**config.mk**
```make
export PLATFORM = sky130hd
export DESIGN_NAME = alu_issue_flat
export DESIGN_NICKNAME = d
export VERILOG_FILES = /design/src/rtl/alu_pkg.sv /design/src/rtl/alu_issue_if.sv /design/src/rtl/alu_ctrl_dec.sv /design/src/rtl/alu_issue.sv /design/src/flat_wrapper.sv
export SDC_FILE = /design/constraint.sdc
export NUM_CORES = 1
export LEC_CHECK = 0
export CAP_MARGIN = 25
export CORE_ASPECT_RATIO = 0.5
export CORE_UTILIZATION = 25
export CTS_BUF_LIST = sky130_fd_sc_hd__clkbuf_8
export DETAILED_ROUTE_END_ITERATION = 8
export GPL_TIMING_DRIVEN = 0
export PLACE_DENSITY = 0.56
export SLEW_MARGIN = 20
export SYNTH_ARGS = -nofsm -noshare
export SYNTH_HDL_FRONTEND = slang
export SYNTH_SLANG_ARGS = --single-unit
```
**constraint.sdc**
```tcl
create_clock -name clk -period 8.4 [get_ports clk]
set_input_delay 2.52 -clock clk [delete_from_list [all_inputs] [get_ports clk]]
set_output_delay 2.52 -clock clk [all_outputs]
set_load 0.02 [all_outputs]
```
**src/rtl/alu_pkg.sv**
```systemverilog
// Shared definitions for the ALU issue stage and the external ALU.
// Contents: ALU control codes, the opcode/funct7 values decoded here,
// the issue FSM state enum, latency classes and the decoder result struct.
package alu_pkg;

    // ALU control codes, shared with the ALU instantiated by the parent
    localparam logic [3:0] ALU_AND     = 4'b0000;
    localparam logic [3:0] ALU_OR      = 4'b0001;
    localparam logic [3:0] ALU_ADD     = 4'b0010;
    localparam logic [3:0] ALU_XOR     = 4'b0011;
    localparam logic [3:0] ALU_SLL     = 4'b0100;
    localparam logic [3:0] ALU_SLT     = 4'b0101;
    localparam logic [3:0] ALU_SUB     = 4'b0110;
    localparam logic [3:0] ALU_MUL     = 4'b1010;
    localparam logic [3:0] ALU_DIV     = 4'b1011;
    localparam logic [3:0] ALU_DIVU    = 4'b1100;
    localparam logic [3:0] ALU_REM     = 4'b1101;
    localparam logic [3:0] ALU_REMU    = 4'b1110;
    localparam logic [3:0] ALU_ILLEGAL = 4'b1111;

    // Opcodes handled by this stage
    localparam logic [6:0] OP_RTYPE  = 7'b0110011;
    localparam logic [6:0] OP_ITYPE  = 7'b0010011;
    localparam logic [6:0] OP_BRANCH = 7'b1100011;

    // funct7 variants
    localparam logic [6:0] F7_BASE   = 7'b0000000;
    localparam logic [6:0] F7_ALT    = 7'b0100000;
    localparam logic [6:0] F7_MULDIV = 7'b0000001;

    typedef enum logic [1:0] {
        ST_IDLE = 2'd0,
        ST_EXEC = 2'd1,
        ST_DONE = 2'd2
    } issue_state_e;

    typedef enum logic [1:0] {
        LAT_SIMPLE = 2'd0,
        LAT_MUL    = 2'd1,
        LAT_DIV    = 2'd2
    } lat_class_e;

    typedef struct packed {
        logic [3:0] ctrl;
        logic       b_imm;    // operand B comes from the immediate
        lat_class_e lat;
        logic       illegal;
    } dec_t;

endpackage

```
**src/rtl/alu_issue_if.sv**
```systemverilog
// Handshake bundle of the ALU issue stage.
//   in_*  : decoded instruction offered by upstream (valid/ready)
//   out_* : captured result offered to downstream (valid/ready)
// Modports: master = upstream/downstream side, slave = the issue stage.
interface alu_issue_if;
    logic        in_valid;
    logic        in_ready;
    logic [6:0]  in_opcode;
    logic [2:0]  in_funct3;
    logic [6:0]  in_funct7;
    logic [31:0] in_rs1_val;
    logic [31:0] in_rs2_val;
    logic [31:0] in_imm;
    logic [4:0]  in_rd;

    logic        out_valid;
    logic        out_ready;
    logic [31:0] out_result;
    logic        out_zero;
    logic [4:0]  out_rd;
    logic        out_illegal;

    modport master (
        output in_valid, in_opcode, in_funct3, in_funct7,
               in_rs1_val, in_rs2_val, in_imm, in_rd, out_ready,
        input  in_ready, out_valid, out_result, out_zero, out_rd, out_illegal
    );

    modport slave (
        input  in_valid, in_opcode, in_funct3, in_funct7,
               in_rs1_val, in_rs2_val, in_imm, in_rd, out_ready,
        output in_ready, out_valid, out_result, out_zero, out_rd, out_illegal
    );
endinterface

```
**src/rtl/alu_ctrl_dec.sv**
```systemverilog
// Purely combinational decoder: opcode/funct3/funct7 -> ALU control code,
// operand-B select, latency class and illegal flag.
//   opcode, funct3, funct7 : instruction fields
//   dec                    : decoded control bundle
module alu_ctrl_dec
    import alu_pkg::*;
(
    input  logic [6:0] opcode,
    input  logic [2:0] funct3,
    input  logic [6:0] funct7,
    output dec_t       dec
);

    logic [3:0] ctrl;

    always_comb begin
        ctrl = ALU_ILLEGAL;
        case (opcode)
            OP_RTYPE: begin
                if (funct7 == F7_BASE) begin
                    case (funct3)
                        3'b000:  ctrl = ALU_ADD;
                        3'b001:  ctrl = ALU_SLL;
                        3'b010:  ctrl = ALU_SLT;
                        3'b100:  ctrl = ALU_XOR;
                        3'b110:  ctrl = ALU_OR;
                        3'b111:  ctrl = ALU_AND;
                        default: ctrl = ALU_ILLEGAL;   // SLTU, SRL
                    endcase
                end else if (funct7 == F7_ALT) begin
                    // only SUB; SRA stays unsupported
                    if (funct3 == 3'b000) ctrl = ALU_SUB;
                end else if (funct7 == F7_MULDIV) begin
                    case (funct3)
                        3'b000:  ctrl = ALU_MUL;
                        3'b100:  ctrl = ALU_DIV;
                        3'b101:  ctrl = ALU_DIVU;
                        3'b110:  ctrl = ALU_REM;
                        3'b111:  ctrl = ALU_REMU;
                        default: ctrl = ALU_ILLEGAL;   // MULH*
                    endcase
                end
            end
            OP_ITYPE: begin
                case (funct3)
                    3'b000:  ctrl = ALU_ADD;
                    3'b010:  ctrl = ALU_SLT;
                    3'b100:  ctrl = ALU_XOR;
                    3'b110:  ctrl = ALU_OR;
                    3'b111:  ctrl = ALU_AND;
                    // SLLI encodes funct7 in imm[11:5]; any other pattern is malformed
                    3'b001:  ctrl = (funct7 == F7_BASE) ? ALU_SLL : ALU_ILLEGAL;
                    default: ctrl = ALU_ILLEGAL;       // SLTIU, SRLI/SRAI
                endcase
            end
            OP_BRANCH: ctrl = ALU_SUB;                 // compare by subtraction
            default:   ctrl = ALU_ILLEGAL;
        endcase

        dec.ctrl    = ctrl;
        dec.b_imm   = (opcode == OP_ITYPE);
        dec.illegal = (ctrl == ALU_ILLEGAL);
        case (ctrl)
            ALU_MUL:                             dec.lat = LAT_MUL;
            ALU_DIV, ALU_DIVU, ALU_REM, ALU_REMU: dec.lat = LAT_DIV;
            default:                             dec.lat = LAT_SIMPLE;
        endcase
    end

endmodule

```
**src/rtl/alu_issue.sv**
```systemverilog
// ALU issue stage: accepts a decoded instruction, holds registered operands
// and control code on the external ALU for the op's latency, then captures
// the ALU result and offers it downstream.
//   clk, rst, flush      : clock, sync active-high reset, sync discard
//   io (slave)           : in_* instruction handshake, out_* result handshake
//   alu_a/alu_b/alu_ctrl : registered operands/control to the external ALU
//   alu_result/alu_zero  : combinational ALU outputs
module alu_issue
    import alu_pkg::*;
#(
    parameter int unsigned MUL_CYCLES = 2,
    parameter int unsigned DIV_CYCLES = 8
) (
    input  logic        clk,
    input  logic        rst,
    input  logic        flush,
    alu_issue_if.slave  io,
    output logic [31:0] alu_a,
    output logic [31:0] alu_b,
    output logic [3:0]  alu_ctrl,
    input  logic [31:0] alu_result,
    input  logic        alu_zero
);

    // Counter holds remaining cycles minus one, so capture happens at zero
    localparam logic [3:0] LOAD_MUL = 4'(MUL_CYCLES - 1);
    localparam logic [3:0] LOAD_DIV = 4'(DIV_CYCLES - 1);

    issue_state_e state_reg, state_next;
    logic [3:0]   cnt_reg;
    logic [31:0]  alu_a_reg, alu_b_reg;
    logic [3:0]   alu_ctrl_reg;
    logic [4:0]   rd_reg;
    logic         illegal_reg;
    logic         out_valid_reg, out_zero_reg, out_illegal_reg;
    logic [31:0]  out_result_reg;
    logic [4:0]   out_rd_reg;

    dec_t         dec;
    logic [3:0]   lat_load;
    logic         ready_state, accept, capture;

    alu_ctrl_dec u_dec (
        .opcode (io.in_opcode),
        .funct3 (io.in_funct3),
        .funct7 (io.in_funct7),
        .dec    (dec)
    );

    always_comb begin
        case (dec.lat)
            LAT_MUL: lat_load = LOAD_MUL;
            LAT_DIV: lat_load = LOAD_DIV;
            default: lat_load = 4'd0;
        endcase
    end

    always_comb begin
        state_next  = state_reg;
        ready_state = 1'b0;
        capture     = 1'b0;
        case (state_reg)
            ST_IDLE: ready_state = 1'b1;
            ST_EXEC: capture     = (cnt_reg == 4'd0) && !flush;
            ST_DONE: ready_state = io.out_ready;
            default: ready_state = 1'b0;
        endcase
        // flush wins over accept, so no handshake may complete in a flush cycle
        accept = io.in_valid && ready_state && !flush;

        if (flush) begin
            state_next = ST_IDLE;
        end else begin
            case (state_reg)
                ST_IDLE: if (accept) state_next = ST_EXEC;
                ST_EXEC: if (capture) state_next = ST_DONE;
                ST_DONE: if (io.out_ready) state_next = accept ? ST_EXEC : ST_IDLE;
                default: state_next = ST_IDLE;
            endcase
        end
    end

    always_ff @(posedge clk) begin
        if (rst) begin
            state_reg       <= ST_IDLE;
            cnt_reg         <= 4'd0;
            alu_a_reg       <= 32'd0;
            alu_b_reg       <= 32'd0;
            alu_ctrl_reg    <= 4'd0;
            rd_reg          <= 5'd0;
            illegal_reg     <= 1'b0;
            out_valid_reg   <= 1'b0;
            out_result_reg  <= 32'd0;
            out_zero_reg    <= 1'b0;
            out_rd_reg      <= 5'd0;
            out_illegal_reg <= 1'b0;
        end else begin
            state_reg <= state_next;

            // operands only change on accept, so they stay put through EXEC
            if (accept) begin
                alu_a_reg    <= io.in_rs1_val;
                alu_b_reg    <= dec.b_imm ? io.in_imm : io.in_rs2_val;
                alu_ctrl_reg <= dec.ctrl;
                rd_reg       <= io.in_rd;
                illegal_reg  <= dec.illegal;
                cnt_reg      <= lat_load;
            end else if (state_reg == ST_EXEC && !capture && !flush) begin
                cnt_reg <= cnt_reg - 4'd1;
            end

            if (flush) begin
                out_valid_reg <= 1'b0;
            end else if (capture) begin
                out_valid_reg   <= 1'b1;
                out_result_reg  <= illegal_reg ? 32'd0 : alu_result;
                out_zero_reg    <= alu_zero;
                out_rd_reg      <= rd_reg;
                out_illegal_reg <= illegal_reg;
            end else if (state_reg == ST_DONE && io.out_ready) begin
                out_valid_reg <= 1'b0;
            end
        end
    end

    assign io.in_ready    = ready_state && !flush;
    assign io.out_valid   = out_valid_reg;
    assign io.out_result  = out_result_reg;
    assign io.out_zero    = out_zero_reg;
    assign io.out_rd      = out_rd_reg;
    assign io.out_illegal = out_illegal_reg;
    assign alu_a          = alu_a_reg;
    assign alu_b          = alu_b_reg;
    assign alu_ctrl       = alu_ctrl_reg;

endmodule

```
**src/flat_wrapper.sv**
```systemverilog
// flat-port wrapper written by rule: the top's interface ports become plain ports
module alu_issue_flat import alu_pkg::*;
#(
    parameter int unsigned MUL_CYCLES = 2,
    parameter int unsigned DIV_CYCLES = 8
)
  (clk, rst, flush, alu_a, alu_b, alu_ctrl, alu_result, alu_zero, io_in_valid, io_in_opcode, io_in_funct3, io_in_funct7, io_in_rs1_val, io_in_rs2_val, io_in_imm, io_in_rd, io_out_ready, io_in_ready, io_out_valid, io_out_result, io_out_zero, io_out_rd, io_out_illegal);
  alu_issue_if io_i ();
  input  logic clk;
  input  logic rst;
  input  logic flush;
  output logic [31:0] alu_a;
  output logic [31:0] alu_b;
  output logic [3:0] alu_ctrl;
  input  logic [31:0] alu_result;
  input  logic alu_zero;
  input wire logic [$bits(io_i.in_valid)-1:0] io_in_valid;
  input wire logic [$bits(io_i.in_opcode)-1:0] io_in_opcode;
  input wire logic [$bits(io_i.in_funct3)-1:0] io_in_funct3;
  input wire logic [$bits(io_i.in_funct7)-1:0] io_in_funct7;
  input wire logic [$bits(io_i.in_rs1_val)-1:0] io_in_rs1_val;
  input wire logic [$bits(io_i.in_rs2_val)-1:0] io_in_rs2_val;
  input wire logic [$bits(io_i.in_imm)-1:0] io_in_imm;
  input wire logic [$bits(io_i.in_rd)-1:0] io_in_rd;
  input wire logic [$bits(io_i.out_ready)-1:0] io_out_ready;
  output wire logic [$bits(io_i.in_ready)-1:0] io_in_ready;
  output wire logic [$bits(io_i.out_valid)-1:0] io_out_valid;
  output wire logic [$bits(io_i.out_result)-1:0] io_out_result;
  output wire logic [$bits(io_i.out_zero)-1:0] io_out_zero;
  output wire logic [$bits(io_i.out_rd)-1:0] io_out_rd;
  output wire logic [$bits(io_i.out_illegal)-1:0] io_out_illegal;
  assign io_i.in_valid = io_in_valid;
  assign io_i.in_opcode = io_in_opcode;
  assign io_i.in_funct3 = io_in_funct3;
  assign io_i.in_funct7 = io_in_funct7;
  assign io_i.in_rs1_val = io_in_rs1_val;
  assign io_i.in_rs2_val = io_in_rs2_val;
  assign io_i.in_imm = io_in_imm;
  assign io_i.in_rd = io_in_rd;
  assign io_i.out_ready = io_out_ready;
  assign io_in_ready = io_i.in_ready;
  assign io_out_valid = io_i.out_valid;
  assign io_out_result = io_i.out_result;
  assign io_out_zero = io_i.out_zero;
  assign io_out_rd = io_i.out_rd;
  assign io_out_illegal = io_i.out_illegal;
  alu_issue #(.MUL_CYCLES(MUL_CYCLES), .DIV_CYCLES(DIV_CYCLES)) u_core (.clk(clk), .rst(rst), .flush(flush), .io(io_i), .alu_a(alu_a), .alu_b(alu_b), .alu_ctrl(alu_ctrl), .alu_result(alu_result), .alu_zero(alu_zero));
endmodule
```
==> impl_metrics.toml, run 1 <==
[setup_path]
r2r-start = "u_core.state_reg[1]"
cp_data_arrival_time_ps = 4060
worstPathCellList = "clkdlybuf4s50_1 > inv_2 > a211oi_1 > clkdlybuf4s50_1"
cpPeakStageDelay_ps = 680
critPathLaunchType = "input pin"
crit_start = "io_out_ready"
cp_common_cell = "clkdlybuf4s50_1"
worst_ep_required_time_ps = 5880
crit_fanout = 3
cp-end-kind = "primary output"
path_class = "input pin to primary output"
cp_slowest_cell = "clkdlybuf4s50_1"

[layout]
syn2layout_area_growth_pct = 67.0
multi_input_area_sq_um = 2420
final_area_sq_um = 8430
ff_latch_area_sq_um = 2400
drive_gt1_frac = 0.0538
finish.utilization = 0.429
antenna_cells = 0
fillers = 2012
final_nets = 1039
final_cells = 1158

[route]
antenna_left = 0
dr.first_iter.drc_count = 168
route.detailed.drc = 0
drt_wl_total_mm = 16.9
wl_per_cell_um = 14.6
drtPass1Iterations = 4
routed-via-count = 5114
avgViaCountPerCell = 4.42

[logic_synthesis]
synth_ff_type = "dfxtp_1"
synthTopCellsByCount = "dfxtp_1 (120), nand2_1 (99), a21oi_1 (83), nor2_1 (79), a211oi_1 (41)"
synth_nets = 758
synth_top_area_frac = 0.476
syn_area_sq_um = 5050
avgSynthCellArea_sq_um = 8.43
ys_ff_latch = 120
synthCells = 599
ys_top_cells_by_area = "dfxtp_1 (48%), a21oi_1 (8.2%), nand2_1 (7.4%), mux2i_1 (6.3%), a211oi_1 (6.1%)"
synth_edf_count = 0
ys_warn_count = 0
async_flop_share = 0
synth_top_area_cell = "dfxtp_1"
seq_area_frac_synth = 0.476
synth.most_common_cell = "dfxtp_1"
ys_types = 48

[die]
die_height_um = 103
start_util = 0.257
core.rowCount = 36
io_pins = 265
dieWidth_um = 203
core_area_sq_um = 19600
fp.dieArea_sq_um = 20800

[sta]
rsz0062_at_grt = "false"
finalSetupViolCount = 0
period_needed_ps = 6580
period_share = 0.783
slew_viol_final = 0
setup_tns_ps = 0
worstMarginPinSlew_ps = 823
relSlewSlack = 0.450
clock.fmax_mhz = 152
skew_ps = 16.5
finalHoldViolCount = 0

[global_route]
gr-total-overflow = 0
grt_pass1_vias = 5049
grt_pass1_wl_mm = 26.3
antenna_found_initial = 0
grt_usage = 0.162
grt_max_degree = 17

[placement]
dp.cells = 1127
gp_congestion = 0.746
port_buffers = 262
place_area_sq_um = 8010
dp_hpwl_mm = 12.9

[run]
max_cap_viol_count = 0

[clocking]
cts_root_buf = "clkbuf_8"
clk_latency_ps = 440
htreeDepth = 4
numCtsBuffers = 17
cts.clk_slew.worst_paths_ps = 80
cts_tree = "done"
clock-sinks = 120
cts_hold_buffers = 0
postCtsSetupRepairBufs = 0
clockBufferDepth = 2
cts_resized = 0

[hold_path]
min-delay-start = "u_core.rd_reg[3]"
hp-class = "flop to flop"

[power_and_ir_drop]
powerDensity_nw_per_um2 = 169
max-vdd-ir-drop_v = 0.0000908
p_leak_nw = 2.87

[status]
status = "finished, final reports clean"
## cell families after synthesis
logic type      share of synthesized area
flops                               0.476
simple gates                        0.225
compound gates                      0.178
fa+ha+maj                         0.00743
buf+inv                            0.0456
mux                                0.0634
xor+xnor                          0.00520
## cell type report
cell class / count / share of cell area
inverters: 6 / 0.00267
multi-input cells: 422 / 0.287
clock buffers: 18 / 0.0294
plain buffers: 51 / 0.0246
clock inverters: 13 / 0.0212
well taps: 266 / 0.0395
repair buffers: 262 / 0.311
flip-flops and latches: 120 / 0.285
## critical path, delay by kind of cell
kind                   cells  cell delay (ps)
buffers and inverters      3             1240
AO/OA/AOI/OAI              1              290
## metrics by stage
stage	hold slack, ps	total power [mW]	worst slack (ps)
final	452	1.42	1820
after global routing	478	1.49	1740
after global placement	438	0.866	1820
after floorplan	432	0.723	2560
after CTS	457	1.44	1810
after detailed placement	445	0.868	1820
## per-layer routing
layer	vias to the layer above	wire, um	GRT usage
met4	0	150	0.0422
met1	2350	7800	0.200
met2	113	8170	0.286
li1	2635	-	-
met3	16	749	0.0392
met5	-	0	0
## report_power, final
part	switching [mW]	internal [mW]	total (mW)
sequential	0.0131	0.594	0.607
clock	0.241	0.328	0.569
combinational	0.113	0.133	0.246
total	0.367	1.05	1.42
## layout by cell type (no fill, tap or decap), types with 3 or more instances in the layout
cell type and n:
inv_1 6, a21oi_1 83, clkbuf_8 18, nor2_1 79, a211oi_1 41, clkbuf_1 40, dfxtp_1 120, clkinv_2 3
buf_2 7, mux2i_1 32, nand2_1 99, bufinv_16 4, clkdlybuf4s50_1 262, clkinvlp_4 3, buf_1 3, ha_1 3
nor3b_1 34, nor3_1 6
## path summary, 6_finish.rpt
check             cells past startpoint  slack [ps]                   to
setup / recovery                      4        1820          io_in_ready
hold / removal                        2         450  u_core.io.out_rd[3]
setup reg to reg                      5        5860     u_core.alu_b[30]
hold reg to reg                       2         450  u_core.io.out_rd[3]
Note: power is estimated with default switching activity, not from simulation.
==> run 2: changes to the inputs <==
Settings changed: PLACE_DENSITY 0.56 to 0.58.
Clock period 8.4 ns to 6 ns, I/O delays scaled along.
==> run 2 against run 1 <==
Net effect: combinational power is 40% higher; critical endpoint unchanged; clock skew down 5.2 ps; highest routed layer unchanged; core utilization down 0.10 points; count of clock-buffer cells in the layout unchanged; register-to-register slack lost 2500 ps; via count increased by 1.1%; global-route usage is 0.093 points higher.
==> impl_metrics.toml, run 2 (synthesized netlist as in run 1, its figures left out) <==
[setup_path]
cpPeakStageDelay_ps = 680
cp_common_cell = "clkdlybuf4s50_1"
cp-end-kind = "primary output"
worst_ep_required_time_ps = 4200
critPathLaunchType = "input pin"
crit_fanout = 3
cp_data_arrival_time_ps = 3320
worstPathCellList = "clkdlybuf4s50_1 > inv_2 > a211oi_1 > clkdlybuf4s50_1"
cp_slowest_cell = "clkdlybuf4s50_1"
path_class = "input pin to primary output"
rrSetupSlack_ps = 3370

[placement]
gp_congestion = 0.760
port_buffers = 262
dp.cells = 1127
dp_hpwl_mm = 12.8

[clocking]
cts_tree = "done"
cts_hold_buffers = 0
postCtsSetupRepairBufs = 0
cts.clk_slew.worst_paths_ps = 80
clk_latency_ps = 430
clockBufferDepth = 2
numCtsBuffers = 17
cts_root_buf = "clkbuf_8"
clock-sinks = 120
htreeDepth = 4
cts_resized = 0

[sta]
slew_viol_final = 0
rsz0062_at_grt = "false"
holdWs_ps = 455
worstMarginPinSlew_ps = 888
finalSetupViolCount = 0
period_needed_ps = 5120
clock.fmax_mhz = 195
skew_ps = 11.2
relSlewSlack = 0.407
period_share = 0.853
setup_tns_ps = 0
finalHoldViolCount = 0

[layout]
fillers = 1989
final_cell_mix = "clkdlybuf4s50_1 (262), dfxtp_1 (120), nand2_1 (99)"
final_nets = 1039
final_cells = 1159
final_common_cell = "clkdlybuf4s50_1"
ff_latch_area_sq_um = 2400
syn2layout_area_growth_pct = 66.6
multi_input_area_sq_um = 2420
drive_gt1_frac = 0.0538
antenna_cells = 0

[die]
core.rowCount = 36
core_area_sq_um = 19600
start_util = 0.257
io_pins = 265
die_height_um = 103
fp.dieArea_sq_um = 20800
dieWidth_um = 203

[power_and_ir_drop]
p_total_mw = 1.95
p_leak_nw = 2.87
max-vdd-ir-drop_v = 0.000131
powerDensity_nw_per_um2 = 232

[route]
avgViaCountPerCell = 4.46
antenna_left = 0
route.detailed.drc = 0
dr.first_iter.drc_count = 204
drtPass1Iterations = 4
routed-via-count = 5170
drt_wl_total_mm = 17.0
wl_per_cell_um = 14.6

[status]
status = "finished, final reports clean"

[hold_path]
hp-class = "flop to flop"

[global_route]
grt_pass1_wl_mm = 26.5
grt_max_degree = 17
grt_pass1_vias = 4996
gr-total-overflow = 0
antenna_found_initial = 0
grt_usage = 0.163

[run]
max_cap_viol_count = 0
-- run 2: metal layers --
metal | share of wire | wire length (um) | GRT usage
met2 | 0.50 | 8490 | 0.292
met3 | 0.042 | 711 | 0.0373
met4 | 0.010 | 170 | 0.0468
met1 | 0.45 | 7610 | 0.197
met5 | 0 | 0 | 0
-- run 2: final timing paths --
kind / start / to / cells after the start
worst min-delay path: u_core.alu_a[24] / u_core.alu_a[24] / 2
worst min register to register: u_core.alu_a[24] / u_core.alu_a[24] / 2
worst max register to register: u_core.state_reg[0] / u_core.alu_b[23] / 5
worst max-delay path: io_out_ready / io_in_ready / 4
-- run 2: layout make-up --
type	count	area share
well taps	266	0.0396
inverters	6	0.00268
clock buffers	18	0.0294
repair buffers	262	0.312
flip-flops and latches	120	0.286
multi-input cells	422	0.287
plain buffers	51	0.0247
clock inverters	14	0.0189
-- run 2: power by group --
group	switching, mW	internal [mW]
Clock	0.344	0.417
Sequential	0.0174	0.831
Combinational	0.159	0.186
-- run 2: stage by stage --
step / cell area [sq um] / setup WS (ps) / utilization
floorplan: 5050 / 1600 / -
global placement: 8010 / 864 / 0.408
detailed placement: 8010 / 878 / 0.408
CTS: 8410 / 870 / 0.428
global route: 8410 / 818 / 0.428
finish: 8410 / 883 / 0.428
-- run 2: worst max-delay path, delay by kind of cell --
family / cells / cell delay, ps
compound gates: 1 / 280
buf+inv: 3 / 1220
